### src/rtl/btn_event_port.sv
// Button event port: 2-flop sync + per-bit debounce, press events queued in a small FIFO, read/popped over the bus.
// Latency: 2 sync cycles + DEB_CYCLES sample ticks from raw press to FIFO entry; read data is combinational.
// Backpressure: a full FIFO drops new events and sets a sticky overflow flag; a same-edge pop frees the slot.
module btn_event_port #(
  parameter int DEB_CYCLES = 4,
  parameter int DEPTH      = 8
) (
  input  logic        clk,
  input  logic        rst,
  input  logic [5:0]  btn_raw,
  input  logic        btn_en,
  input  logic [31:0] addr_bus,
  input  logic        mem_w,
  input  logic        rd_en,
  input  logic [31:0] Cpu_data2bus,
  output logic [31:0] btn_data,
  output logic [5:0]  btn_level
);

  localparam int PW = (DEPTH > 1) ? $clog2(DEPTH) : 1;
  localparam int CW = $clog2(DEPTH + 1);
  localparam int DW = $clog2(DEB_CYCLES + 1);

  // synchronizer and debounce state
  logic [5:0]          sync1_q, sync2_q;
  logic [5:0]          stable_q, stable_d;
  logic [5:0][DW-1:0]  cnt_q, cnt_d;
  logic [5:0]          ev;

  // FIFO state
  logic [5:0]          mem_q [DEPTH];
  logic [PW-1:0]       rd_ptr_q, rd_ptr_d;
  logic [PW-1:0]       wr_ptr_q, wr_ptr_d;
  logic [CW-1:0]       count_q, count_d;
  logic                ovf_q, ovf_d;

  logic sel, nonempty, full, pop, clr, push_req, push_ok;
  logic [5:0] head;

  // Address bits outside the decode and write data above bit 0 are intentionally ignored.
  logic unused_bits;
  assign unused_bits = ^{addr_bus[27:3], addr_bus[1:0], Cpu_data2bus[31:1]};

  assign sel      = (addr_bus[31:28] == 4'hD);
  assign nonempty = (count_q != '0);
  assign full     = (count_q == CW'(DEPTH));
  assign pop      = sel & rd_en & ~mem_w & ~addr_bus[2] & nonempty;
  assign clr      = sel & mem_w & addr_bus[2] & Cpu_data2bus[0];
  assign head     = mem_q[rd_ptr_q];
  assign btn_level = stable_q;

  // Per-bit debounce: count consecutive mismatching samples, flip on the DEB_CYCLES-th one.
  always_comb begin
    stable_d = stable_q;
    cnt_d    = cnt_q;
    for (int i = 0; i < 6; i++) begin
      if (btn_en) begin
        if (sync2_q[i] != stable_q[i]) begin
          if (cnt_q[i] == DW'(DEB_CYCLES - 1)) begin
            stable_d[i] = sync2_q[i];
            cnt_d[i]    = '0;
          end else begin
            cnt_d[i] = cnt_q[i] + 1'b1;
          end
        end else begin
          cnt_d[i] = '0;
        end
      end
    end
  end

  // Only rising debounced edges are events; releases never enqueue anything.
  assign ev       = stable_d & ~stable_q;
  assign push_req = |ev;
  // A pop on the same edge frees a slot, so a full FIFO can still accept the push.
  assign push_ok  = push_req & (~full | pop);

  // FIFO pointer/count/overflow next state; clear dominates everything, including a coincident push.
  always_comb begin
    rd_ptr_d = rd_ptr_q;
    wr_ptr_d = wr_ptr_q;
    count_d  = count_q;
    ovf_d    = ovf_q;
    if (clr) begin
      rd_ptr_d = '0;
      wr_ptr_d = '0;
      count_d  = '0;
      ovf_d    = 1'b0;
    end else begin
      if (push_ok) wr_ptr_d = wr_ptr_q + 1'b1;
      if (pop)     rd_ptr_d = rd_ptr_q + 1'b1;
      if (push_ok && !pop)      count_d = count_q + 1'b1;
      else if (pop && !push_ok) count_d = count_q - 1'b1;
      if (push_req && !push_ok) ovf_d = 1'b1;
    end
  end

  // Synchronizer, debounce and FIFO control registers.
  always_ff @(posedge clk or negedge rst) begin
    if (!rst) begin
      sync1_q  <= '0;
      sync2_q  <= '0;
      stable_q <= '0;
      cnt_q    <= '0;
      rd_ptr_q <= '0;
      wr_ptr_q <= '0;
      count_q  <= '0;
      ovf_q    <= 1'b0;
    end else begin
      sync1_q  <= btn_raw;
      sync2_q  <= sync1_q;
      stable_q <= stable_d;
      cnt_q    <= cnt_d;
      rd_ptr_q <= rd_ptr_d;
      wr_ptr_q <= wr_ptr_d;
      count_q  <= count_d;
      ovf_q    <= ovf_d;
    end
  end

  // FIFO storage; contents are only observed through count, so no reset is needed.
  always_ff @(posedge clk) begin
    if (!clr && push_ok) mem_q[wr_ptr_q] <= ev;
  end

  // Combinational read mux: STATUS at word 0, debounced level at word 1, zero when not selected.
  always_comb begin
    btn_data = '0;
    if (sel) begin
      if (addr_bus[2]) begin
        btn_data[5:0] = stable_q;
      end else begin
        btn_data[31]    = nonempty;
        btn_data[30]    = ovf_q;
        btn_data[19:16] = 4'(count_q);
        btn_data[5:0]   = nonempty ? head : 6'd0;
      end
    end
  end

endmodule

### config.mk
export PLATFORM = sky130hd
export DESIGN_NAME = btn_event_port
export DESIGN_NICKNAME = d
export VERILOG_FILES = /design/src/rtl/btn_event_port.sv
export SDC_FILE = /design/constraint.sdc
export NUM_CORES = 1
export LEC_CHECK = 0
export ABC_AREA = 1
export CAP_MARGIN = 10
export CELL_PAD_IN_SITES_DETAIL_PLACEMENT = 0
export CELL_PAD_IN_SITES_GLOBAL_PLACEMENT = 1
export CORE_MARGIN = 8
export CORE_UTILIZATION = 38
export DETAILED_ROUTE_END_ITERATION = 10
export HOLD_SLACK_MARGIN = 0.12
export PLACE_DENSITY = 0.8
export SLEW_MARGIN = 20
export SYNTH_ARGS = -nofsm -noshare
export SYNTH_HDL_FRONTEND = slang
export SYNTH_SLANG_ARGS = --single-unit
### constraint.sdc
create_clock -name clk -period 2.5 [get_ports clk]
set_input_delay 0.375 -clock clk [delete_from_list [all_inputs] [get_ports clk]]
set_output_delay 0.375 -clock clk [all_outputs]
set_load 0.05 [all_outputs]
Word-level counts from Yosys, hierarchy flattened
Memory sizes are Yosys's and may differ from the RTL's.
Index checks and enable logic that the tools add are counted.
{"block": "classes", "add_sub_neg": 10, "eq_ne": 14, "mux": 48, "bitwise": 14, "reduce_logical": 13}
{"cell": "2-to-1 mux 3 bit", "count": 16}
{"cell": "adder 3 x 1 -> 3 bit (second input constant)", "count": 8}
{"cell": "2-to-1 mux 1 bit", "count": 22}
{"cell": "2-to-1 mux 4 bit", "count": 5}
{"cell": "equality test 3 x 2 -> 1 bit (second input constant)", "count": 6}
{"cell": "2-to-1 mux 6 bit", "count": 3}
{"cell": "bitwise AND 1 bit", "count": 8}
{"cell": "equality test 4 bit (second input constant)", "count": 2}
{"cell": "bitwise AND 6 bit", "count": 1}
{"cell": "inequality test 1 bit", "count": 6}
{"cell": "NOT 6 bit", "count": 1}
{"cell": "nonzero test 2 bit", "count": 3}
{"cell": "OR reduction 6 bit", "count": 1}
{"cell": "adder 4 x 1 -> 4 bit (second input constant)", "count": 1}
{"cell": "logical AND 1 bit", "count": 4}
{"cell": "2-to-1 mux 2 bit", "count": 2}
{"cell": "nonzero test 4 bit", "count": 1}
{"cell": "subtractor 4 x 1 -> 4 bit (second input constant)", "count": 1}
{"cell": "zero test 1 bit", "count": 3}
{"cell": "NOT 1 bit", "count": 3}
{"cell": "nonzero test 3 bit", "count": 1}
{"cell": "OR 1 bit", "count": 1}
{"block": "totals", "reg_bits": 47, "mem_bits_rw": 48, "input_bits": 75, "out_inout_bits": 38, "mem_count": 1}
{"memory": "mem_q", "words": 8, "word_bits": 6, "read_ports": 1, "rd_ports_with_merged_regs": 0, "write_ports": 1, "line": "31", "rtl": "logic [5:0] mem_q [DEPTH];"}

Logic depth before layout (Yosys ltp)
Gate-level depths: netlist (run 1).
{"block": "logic_depth", "ltp_word": 12, "mapped_depth": 14, "depth_no_buf": 14}

Worst setup path after synthesis (run 1)
OpenSTA, ideal clock, no wires.
{"block": "synth_path", "path_kind": "register to register", "start": "register stable_q[2] (netlist: btn_level[2])", "end": "memory mem_q[0][0], enable pin", "arrival_ns": 2.015, "required_time_ns": 2.114, "setup_slack_ns": 0.099, "stages_incl_launch_ff": 10, "n_path_buf": 0, "period_less_slack_ns": 2.401, "path_cell_list": "dfrtp_1 > inv_1 > nand2_1 > nor2_4 > nor2_2 > nand3_4 > nand2_4 > inv_4 > nand2_4 > nor4_1"}
{"block": "synth_via", "elab_chain_len": 9, "elab_cells_between_ends": 11, "cone_classes": "1 x eq/ne; 5 x mux; 3 x bitwise; 2 x reduce/logical"}
{"item": "start: declaration", "line": "26", "rtl": "logic [5:0] stable_q, stable_d;"}
{"item": "start signal: assignment", "line": "112", "rtl": "stable_q <= stable_d;"}
{"item": "2-to-1 mux 1 bit / inequality test 1 bit (equally long branches)", "line": "59, 58"}
{"item": "2-to-1 mux 1 bit", "line": "58", "rtl": "if (sync2_q[i] != stable_q[i]) begin"}
{"item": "2-to-1 mux 1 bit", "line": "57", "rtl": "if (btn_en) begin"}
{"item": "bitwise AND 6 bit (*)", "line": "73", "rtl": "assign ev = stable_d & ~stable_q;"}
{"item": "named net ev[2]", "line": "28", "rtl": "logic [5:0] ev;"}
{"item": "OR reduction 6 bit (*)", "line": "74", "rtl": "assign push_req = |ev;"}
{"item": "bitwise AND 1 bit (*)", "line": "76", "rtl": "assign push_ok = push_req & (~full | pop);"}
{"item": "logical AND 1 bit (*)", "line": "123", "rtl": "if (!clr && push_ok) mem_q[wr_ptr_q] <= ev;"}
{"item": "2-to-1 mux 1 bit (*)", "line": "123"}
{"item": "2-to-1 mux 1 bit (not written as such) (*)", "line": "123"}
{"item": "end: declaration", "line": "31"}
Mark *: on every way through the listed nets, which the timed path passes. The rest lies on a longest branch.

Worst setup path in the final report (run 1)
{"block": "layout_path", "start": "register rd_ptr_q[0]", "end": "output port btn_data[1]"}
{"block": "layout_via", "elab_chain_len": 4}
{"item": "start: declaration", "line": "32", "rtl": "logic [PW-1:0] rd_ptr_q, rd_ptr_d;"}
{"item": "start signal: assignment", "line": "114", "rtl": "rd_ptr_q <= rd_ptr_d;"}
{"item": "memory (8 x 6 bit)"}
{"item": "2-to-1 mux 6 bit", "line": "136", "rtl": "btn_data[5:0] = nonempty ? head : 6'd0;"}
{"item": "2-to-1 mux 6 bit", "line": "130", "rtl": "if (addr_bus[2]) begin"}
{"item": "2-to-1 mux 6 bit", "line": "129", "rtl": "if (sel) begin"}
{"item": "end: declaration", "line": "16", "rtl": "output logic [31:0] btn_data,"}
No other way between the ends.

==> reports/qor.txt, run 1 <==
required time of the worst setup path = 2.12 ns
Post-CTS Setup Bufs = 0
Routed WL = 9.324 mm
Skew-Pair Late Insertion Delay = 0.34 ns
RSZ-0062 raised after global routing = false
largest net degree at the start of global routing = 29
commonest non-fill, non-tap cells in the layout = inv_1, nor2_1, edfxtp_1
actual slew at the worst max-slew pin = 0.6201 ns
Sinks on Clock Net = 95
Boundary Pins = 113
drt drc = 0
Worst IR Drop VDD = 0.0005087 V
die width = 126.2 um
clock buffer count from CTS = 9
setup_tns = 0 ns
H-tree depth = 3
CTS tree = yes
Vias = 3188
Max Fanout on Critical Path = 9
Final setup viols = 0
Yosys cell types = 39
CP startpoint = rd_ptr_q[0]
critical path capture point type = output pin
syn_area_per_cell = 10.72 um2
Hold WS = 0.3493 ns
DR iter-0 viols = 158
first-pass GRT wire length = 15.55 mm
Hold Vio Cnt, Final = 0
worst slack, placed = -0.09866 ns
number of buffers added on ports = 34
kind of critical path = reg2out
First-pass DRT Iterations = 4
Slew Viols, Final = 0
R2R Path Start = cnt_q[12]
Final ANT Viol Nets = 0
total track usage = 12.32%
Final GP Congestion = 0.8090
CTS max path bufs = 2
Final Cycle Share = 94.27%
Crit path arrival time = 1.98 ns
clock-pin slew on the worst setup and hold paths = 0.07 ns
synthesis-to-finish area growth = 26.00%
grt total ovfl = 0
synthesis-stage register bit count = 95
share of cells above drive strength 1 = 20.27%
minimum clock period = 2.357 ns
wire length per cell = 14.13 um
initial antenna violation count = 0
leading cell type in the layout, fill and taps excluded = inv_1
height of the die = 126.2 um
status = complete, no violations
max_cap viols = 0
Rel. slew slack = 58.66%
sequential area share after synthesis = 56.77%
initial core utilization = 38.71%
Final nets = 594
Max Fclk = 424.3 MHz
clk_skew = 0.007433 ns
Antenna Cells = 0
final core utilization = 48.77%
Power Density = 896.4 nW/um2
startpoint types = flop
Rows = 40
die area = 15910 um2
DP Wirelength = 6.996 mm
# fillers = 1053
PnR worst setup slack = 0.1433 ns
via-per-instance ratio = 4.830
Hold WC Path Type = reg2reg
synthesized netlist cell count = 430
vias in the first global route = 3248
Leak = 0.002478 uW
Mapped Area = 4611 um2
min-delay src = sync1_q[4]
root buf cell = clkbuf_16
area of the core = 11910 um2
total number of yosys warnings = 0
==> power by group <==
part / switching (uW) / internal, uW / total, uW
registers: 217 / 1860 / 2080
clock network: 562 / 878 / 1440
logic: 1040 / 651 / 1690
total: 1820 / 3390 / 5210
==> Yosys cell counts, drive strengths merged <==
| master | number | area (um2) |
|---|---|---|
| edfxtp | 48 | 1441 |
| nor3 | 1 | 5.000 |
| nand2 | 36 | 160.2 |
| fa | 1 | 20.02 |
| ha | 10 | 125.1 |
| nand3 | 26 | 230.2 |
| dfrtp | 47 | 1176 |
| xor2 | 1 | 8.760 |
| clkinv | 1 | 5.000 |
| mux2i | 6 | 60.06 |
| conb | 1 | 3.750 |
| buf | 27 | 187.7 |
| inv | 54 | 205.2 |
| nor4 | 8 | 50.05 |
| nand4 | 8 | 65.06 |
| a31oi | 1 | 6.260 |
| o22ai | 16 | 100.1 |
| o21a | 5 | 37.54 |
| o21ai | 25 | 125.1 |
| nor2 | 62 | 305.3 |
| a21oi | 21 | 120.1 |
| and3 | 1 | 7.510 |
| xnor2 | 6 | 52.55 |
| clkbuf | 6 | 22.52 |
| o211ai | 12 | 90.09 |
==> what timing repair did <==
item | 4_1_cts | 5_1_grt
endpoints found under the setup margin | 0 | 5
hold buffers | 1 | 0
gates resized for setup | 0 | 1
endpoints found under the hold margin | 26 | 0
==> critical path, cell delays in order (launching register included) <==
cell	delay (ns)
dfrtp_2	0.47
inv_1	0.09
buf_4	0.17
nor2_1	0.05
o211ai_1	0.21
o211ai_1	0.16
a21oi_1	0.30
buf_12	0.18
==> metrics by stage <==
step,cell area (um2),cells,total power [uW]
after CTS,5808,660,5242
final,5809,660,5208
after floorplan,4682,449,3282
after global placement,5482,643,3714
after detailed placement,5482,643,3799
after global routing,5809,660,5522
==> routing by layer <==
layer / wire, um / track usage, % / vias to the layer above
li1: - / - / 1588
met1: 3973 / 14.16 / 1535
met2: 4768 / 21.75 / 57
met3: 497 / 3.376 / 8
met4: 85 / 3.892 / 0
met5: 0 / 0 / -
==> flip-flops by register name, summed over array words and instances (netlist names) <==
name,cells
wr_ptr_q,3
cnt_q,18
sync2_q,6
sync1_q,6
ovf_q,1
rd_ptr_q,3
btn_level,6
mem_q,48
count_q,4
==> cell type report <==
cell class | count | area [um2] | area share, %
inverters | 55 | 210.2 | 3.618
flip-flops and latches | 95 | 2619 | 45.08
repair buffers | 81 | 835.8 | 14.39
multi-input cells | 266 | 1644 | 28.30
well taps | 147 | 183.9 | 3.166
clock inverters | 5 | 83.83 | 1.443
clock buffers | 11 | 232.7 | 4.006
==> logic make-up (layout without fill, tap and decap cells) <==
| family | count (synthesis) | after routing | synth area share (%) |
|---|---|---|---|
| flops | 95 | 95 | 56.77 |
| simple gates | 142 | 142 | 17.86 |
| compound gates | 80 | 80 | 10.39 |
| buf+inv | 88 | 152 | 9.118 |
| fa+ha+maj | 11 | 11 | 3.148 |
| mux | 6 | 6 | 1.303 |
| xor+xnor | 7 | 7 | 1.330 |
| other cells | 1 | 20 | 0.08133 |
==> final timing paths <==
check / to / slack [ns] / depth (start not counted)
setup / recovery: btn_data[1] / 0.14 / 7
max in group asynchronous: rd_ptr_q[0] / 1.31 / 3
hold reg to reg: sync2_q[4] / 0.35 / 0
min in group asynchronous: cnt_q[12] / 0.58 / 2
hold / removal: sync2_q[4] / 0.35 / 0
setup reg to reg: count_q[2] / 0.35 / 12
No activity file was read; power rests on OpenSTA's default activity.
==> inputs of run 2 (changes only) <==
--- a/config.mk
+++ b/config.mk
@@ -5,15 +5,16 @@
 export SDC_FILE = /design/constraint.sdc
 export NUM_CORES = 1
 export LEC_CHECK = 0
-export ABC_AREA = 1
 export CAP_MARGIN = 10
 export CELL_PAD_IN_SITES_DETAIL_PLACEMENT = 0
 export CELL_PAD_IN_SITES_GLOBAL_PLACEMENT = 1
 export CORE_MARGIN = 8
-export CORE_UTILIZATION = 38
+export CORE_UTILIZATION = 39
+export CTS_CLUSTER_SIZE = 28
 export DETAILED_ROUTE_END_ITERATION = 10
 export HOLD_SLACK_MARGIN = 0.12
-export PLACE_DENSITY = 0.8
+export PLACE_DENSITY = 0.79
+export REMOVE_ABC_BUFFERS = 1
 export SLEW_MARGIN = 20
 export SYNTH_ARGS = -nofsm -noshare
 export SYNTH_HDL_FRONTEND = slang
==> reports/qor.txt, run 2 <==
asr flop ratio synth = 49.47%
DR iter-0 viols = 110
Antenna Cells = 0
total track usage = 13.00%
CTS tree = yes
initial core utilization = 39.53%
synthesis-to-finish area growth = 30.55%
# fillers = 953
sequential area share after synthesis = 58.75%
PnR worst setup slack = 0.02831 ns
share of cells above drive strength 1 = 33.80%
wire length per cell = 16.34 um
clock-pin slew on the worst setup and hold paths = 0.07 ns
Final nets = 507
via-per-instance ratio = 4.861
first-pass GRT wire length = 14.91 mm
Vias = 2766
initial antenna violation count = 0
Final Cycle Share = 98.87%
Boundary Pins = 113
area of the core = 11270 um2
top_reg_cell synth = edfxtp_1
vias in the first global route = 2982
Mapped Area = 4456 um2
Crit path arrival time = 2.10 ns
Yosys cell types = 49
Routed WL = 9.299 mm
largest net degree at the start of global routing = 24
actual slew at the worst max-slew pin = 0.5150 ns
Hold Vio Cnt, Final = 0
height of the die = 122.9 um
Final setup viols = 0
Rows = 39
most flop-heavy register = mem_q
final core utilization = 51.60%
final std cells w/o fill = 569
Power Density = 957.0 nW/um2
placed cells = 544
Sinks on Clock Net = 95
die width = 122.9 um
clk_skew = 0.01031 ns
First-pass DRT Iterations = 6
Skew-Pair Late Insertion Delay = 0.34 ns
Hold WC Path Type = reg2reg
synthesis-stage register bit count = 95
DP Wirelength = 6.561 mm
clock buffer count from CTS = 9
max_cap viols = 0
EDFF count, synth = 48
top post-synthesis cells by count = edfxtp_1, dfrtp_1, nor2_1, buf_4, nand2_1
startpoint types = flop
status = complete, no violations
Max Fanout on Critical Path = 7
total number of yosys warnings = 0
H-tree depth = 3
minimum clock period = 2.472 ns
number of buffers added on ports = 34
Max Fclk = 404.6 MHz
die area = 15100 um2
syn_area_per_cell = 13.50 um2
max reg flops = 48
Rel. slew slack = 65.56%
r2r setup slk = 0.11 ns
kind of critical path = reg2out
Slew Viols, Final = 0
top flop regs = mem_q (48), cnt_q (18)
post-synth top area cell = edfxtp_1
Final GP Congestion = 0.7435
drt drc = 0
Leak = 0.002417 uW
Worst IR Drop VDD = 0.0005971 V
leading cell type in the layout, fill and taps excluded = buf_4
most frequent cell after synthesis = edfxtp_1
commonest non-fill, non-tap cells in the layout = buf_4, edfxtp_1, dfrtp_1
required time of the worst setup path = 2.12 ns
critical path capture point type = output pin
synth top area cells = edfxtp_1, dfrtp_1, mux2_2
RSZ-0062 raised after global routing = true
Yosys top cell area share = 32.35%
Final ANT Viol Nets = 0
CTS max path bufs = 2
grt total ovfl = 0
synthesized netlist cell count = 330
root buf cell = clkbuf_16
worst slack, placed = -0.4354 ns
-- run 2: cell type report --
class	count	area, um2	area share [%]
flip-flops and latches	95	2620	45.04
clock inverters	4	55.05	0.9464
clock buffers	12	289.0	4.969
multi-input cells	210	1704	29.30
well taps	143	178.9	3.076
repair buffers	90	913.4	15.70
inverters	15	56.30	0.9679
-- run 2: critical path, stage by stage, from the launching register on --
cell and delay [ns]:
dfrtp_2 0.42, buf_12 0.15, mux4_2 0.50, mux2_2 0.28
a22oi_2 0.15, nor2_1 0.09, buf_12 0.16
-- run 2: power by group --
part           switching [uW]  internal, uW  total, uW
Sequential                173          1880       2050
Combinational            1030           967       2000
Clock                     582           933       1520
Total                    1790          3780       5570
-- run 2: through the flow --
step | cell area [um2] | power [uW] | hold WS [ns] | TNS (ns)
3_3_place_gp | 5331 | 3882 | 0.2059 | -6.296
6_report | 5817 | 5566 | 0.3487 | 0
4_1_cts | 5821 | 5627 | 0.3492 | -0.05679
5_1_grt | 5817 | 5881 | 0.3580 | -0.09468
3_5_place_dp | 5331 | 3954 | 0.2083 | -8.001
2_1_floorplan | 4332 | 3284 | 0.07941 | -0.04463
-- run 2: path summary, 6_finish.rpt --
kind,depth (start not counted),startpoint,to
worst max-delay path,6,rd_ptr_q[0],btn_data[3]
worst min-delay path,0,sync1_q[4],sync2_q[4]
worst max register to register,11,count_q[0],count_q[3]
worst min register to register,0,sync1_q[4],sync2_q[4]
max in group asynchronous,3,rst,rd_ptr_q[0]
min in group asynchronous,2,rst,sync1_q[4]
-- run 2: routing by layer --
metal  vias to the layer above  track usage (%)  part of all wire [%]
met2                        69            22.46                    51
met5                         -                0                     0
met1                      1366            15.24                    41
met4                         0            5.331                   1.8
met3                        15            3.082                   6.2
li1                       1316                -                     -
-- run 2: logic make-up after synthesis --
kind of cell	Yosys count	synth area share [%]
AOI/OAI and AO/OA	37	6.571
xor gates and xnor gates	10	1.966
adders and majority gates	11	3.258
buffers and inverters	44	5.644
DFF	95	58.75
muxes	35	12.10
other	1	0.08417
and+or+nand+nor	97	11.63
-- run 2: timing repair --
| item | in CTS | in global routing |
|---|---|---|
| resized for setup | 20 | 8 |
| hold buffers | 1 | 0 |
| hold endpoints to repair | 5 | 0 |
| setup endpoints to repair | 6 | 7 |
| buffers inserted | 7 | 1 |
| gates cloned | 1 | 0 |
| pin swaps | 6 | 7 |
==> inputs of run 3 (changes only) <==
--- a/config.mk
+++ b/config.mk
@@ -9,12 +9,11 @@
 export CELL_PAD_IN_SITES_DETAIL_PLACEMENT = 0
 export CELL_PAD_IN_SITES_GLOBAL_PLACEMENT = 1
 export CORE_MARGIN = 8
-export CORE_UTILIZATION = 39
+export CORE_UTILIZATION = 30
 export CTS_CLUSTER_SIZE = 28
 export DETAILED_ROUTE_END_ITERATION = 10
 export HOLD_SLACK_MARGIN = 0.12
-export PLACE_DENSITY = 0.79
-export REMOVE_ABC_BUFFERS = 1
+export PLACE_DENSITY = 0.64
 export SLEW_MARGIN = 20
 export SYNTH_ARGS = -nofsm -noshare
 export SYNTH_HDL_FRONTEND = slang
==> reports/qor.txt, run 3 (synthesized netlist as in run 2, its figures left out) <==
status = finished, violations left
failing checks = negative setup slack
vias in the first global route = 2903
H-tree depth = 3
area of the core = 14530 um2
PnR worst setup slack = -0.0002851 ns
CP startpoint = rd_ptr_q[0]
RSZ-0062 raised after global routing = true
DP Wirelength = 6.789 mm
min-delay src = sync1_q[4]
Crit path arrival time = 2.13 ns
Power Density = 929.2 nW/um2
Hold WS = 0.3472 ns
clock buffer count from CTS = 9
leading cell type in the layout, fill and taps excluded = edfxtp_1
top flop regs = mem_q (48), cnt_q (18)
Final Cycle Share = 100.0%
total track usage = 10.65%
# fillers = 1391
initial core utilization = 30.66%
initial antenna violation count = 0
DR iter-0 viols = 146
largest net degree at the start of global routing = 30
Slew Viols, Final = 0
slowest stage delay, CP = 0.51 ns
required time of the worst setup path = 2.12 ns
Worst IR Drop VDD = 0.0004868 V
clock-pin slew on the worst setup and hold paths = 0.07 ns
Final setup viols = 1
clk_skew = 0.007996 ns
multi-input logic area = 1709 um2
root buf cell = clkbuf_16
R2R Path Start = count_q[0]
via-per-instance ratio = 4.539
First-pass DRT Iterations = 4
Final GP Congestion = 0.7421
height of the die = 137.9 um
max reg flops = 48
critical path capture point type = output pin
actual slew at the worst max-slew pin = 0.6692 ns
Hold WC Path Type = reg2reg
Max Fanout on Critical Path = 6
Rel. slew slack = 55.38%
Max Fclk = 400.0 MHz
most flop-heavy register = mem_q
startpoint types = flop
synthesis-to-finish area growth = 29.12%
grt total ovfl = 0
Routed WL = 9.546 mm
number of buffers added on ports = 34
CTS tree = yes
Boundary Pins = 113
minimum clock period = 2.500 ns
commonest non-fill, non-tap cells in the layout = edfxtp_1, dfrtp_1, buf_4
FF+latch area = 2621 um2
worst slack, placed = -0.3667 ns
Rows = 44
crit path buf inv count = 2
first-pass GRT wire length = 15.26 mm
max_cap viols = 0
Final nets = 498
die width = 137.9 um
Antenna Cells = 0
CP Cell Sequence = clkbuf_16 -> mux4_2 -> mux2_4 -> a22oi_2 -> nor2_1 -> buf_6
Sinks on Clock Net = 95
critical path's slowest cell = mux4_2
total power = 5346 uW
Largest delay share family, worst path = multiplexers
wire length per cell = 15.88 um
Final ANT Viol Nets = 0
Hold Vio Cnt, Final = 0
Leak = 0.002370 uW
drt drc = 0
CTS max path bufs = 2
Skew-Pair Late Insertion Delay = 0.34 ns
kind of critical path = reg2out
die area = 19010 um2
share of cells above drive strength 1 = 32.13%
Vias = 2728
-- run 3: cell types whose count changed in the layout (fill, tap and decap cells not counted), sizes merged --
cell | before | now
buf | 68 | 57
clkinv | 1 | 4
clkbuf | 12 | 11
clkdlybuf4s50 | 20 | 19
dlymetal6s2s | 1 | 2
-- run 3: area by class of cell --
class	count	share of cell area, %
Clock inverter	7	1.218
Sequential cell	95	45.56
Multi-Input combinational cell	210	29.71
Tap cell	184	4.002
Clock buffer	9	3.915
Timing Repair Buffer	81	14.62
Inverter	15	0.9787
-- run 3: worst paths after layout --
kind	end	slack [ns]	depth (start not counted)
max	btn_data[3]	-0.0003	6
min	sync2_q[4]	0.35	0
max reg2reg	count_q[3]	0.11	11
min reg2reg	sync2_q[4]	0.35	0
max in group asynchronous	btn_level[2]	1.28	3
min in group asynchronous	cnt_q[10]	0.59	2
-- run 3: stage by stage --
stage	utilization [%]	instance area (um2)	instances	setup TNS (ns)
6_report	39.58	5753	601	-0.0002851
5_1_grt	39.58	5753	601	-0.3075
4_1_cts	39.21	5699	598	-0.05625
3_5_place_dp	36.48	5303	579	-5.749
3_3_place_gp	36.48	5303	579	-4.226
2_1_floorplan	-	4529	349	0
-- run 3: metal layers --
layer | wire length, um | global-route usage [%]
met1 | 4324 | 13.56
met2 | 4363 | 16.83
met3 | 721 | 3.007
met4 | 136 | 4.060
met5 | 0 | 0
-- run 3: what timing repair did --
action / in CTS / in global routing
hold endpoints to repair: 27 / 0
resized for setup: 26 / 6
cloned: 1 / 1
setup endpoints to repair: 7 / 7
pin swaps: 8 / 2
setup buffers: 1 / 2
hold buffers: 1 / 0
-- run 3: power breakdown --
| part | total, uW | switching (uW) | internal (uW) | leakage [uW] |
|---|---|---|---|---|
| Combinational | 1880 | 972 | 906 | 0.00117 |
| Sequential | 2100 | 220 | 1880 | 0.00106 |
| Clock | 1360 | 588 | 777 | 0.000148 |
| Total | 5350 | 1780 | 3570 | 0.00237 |
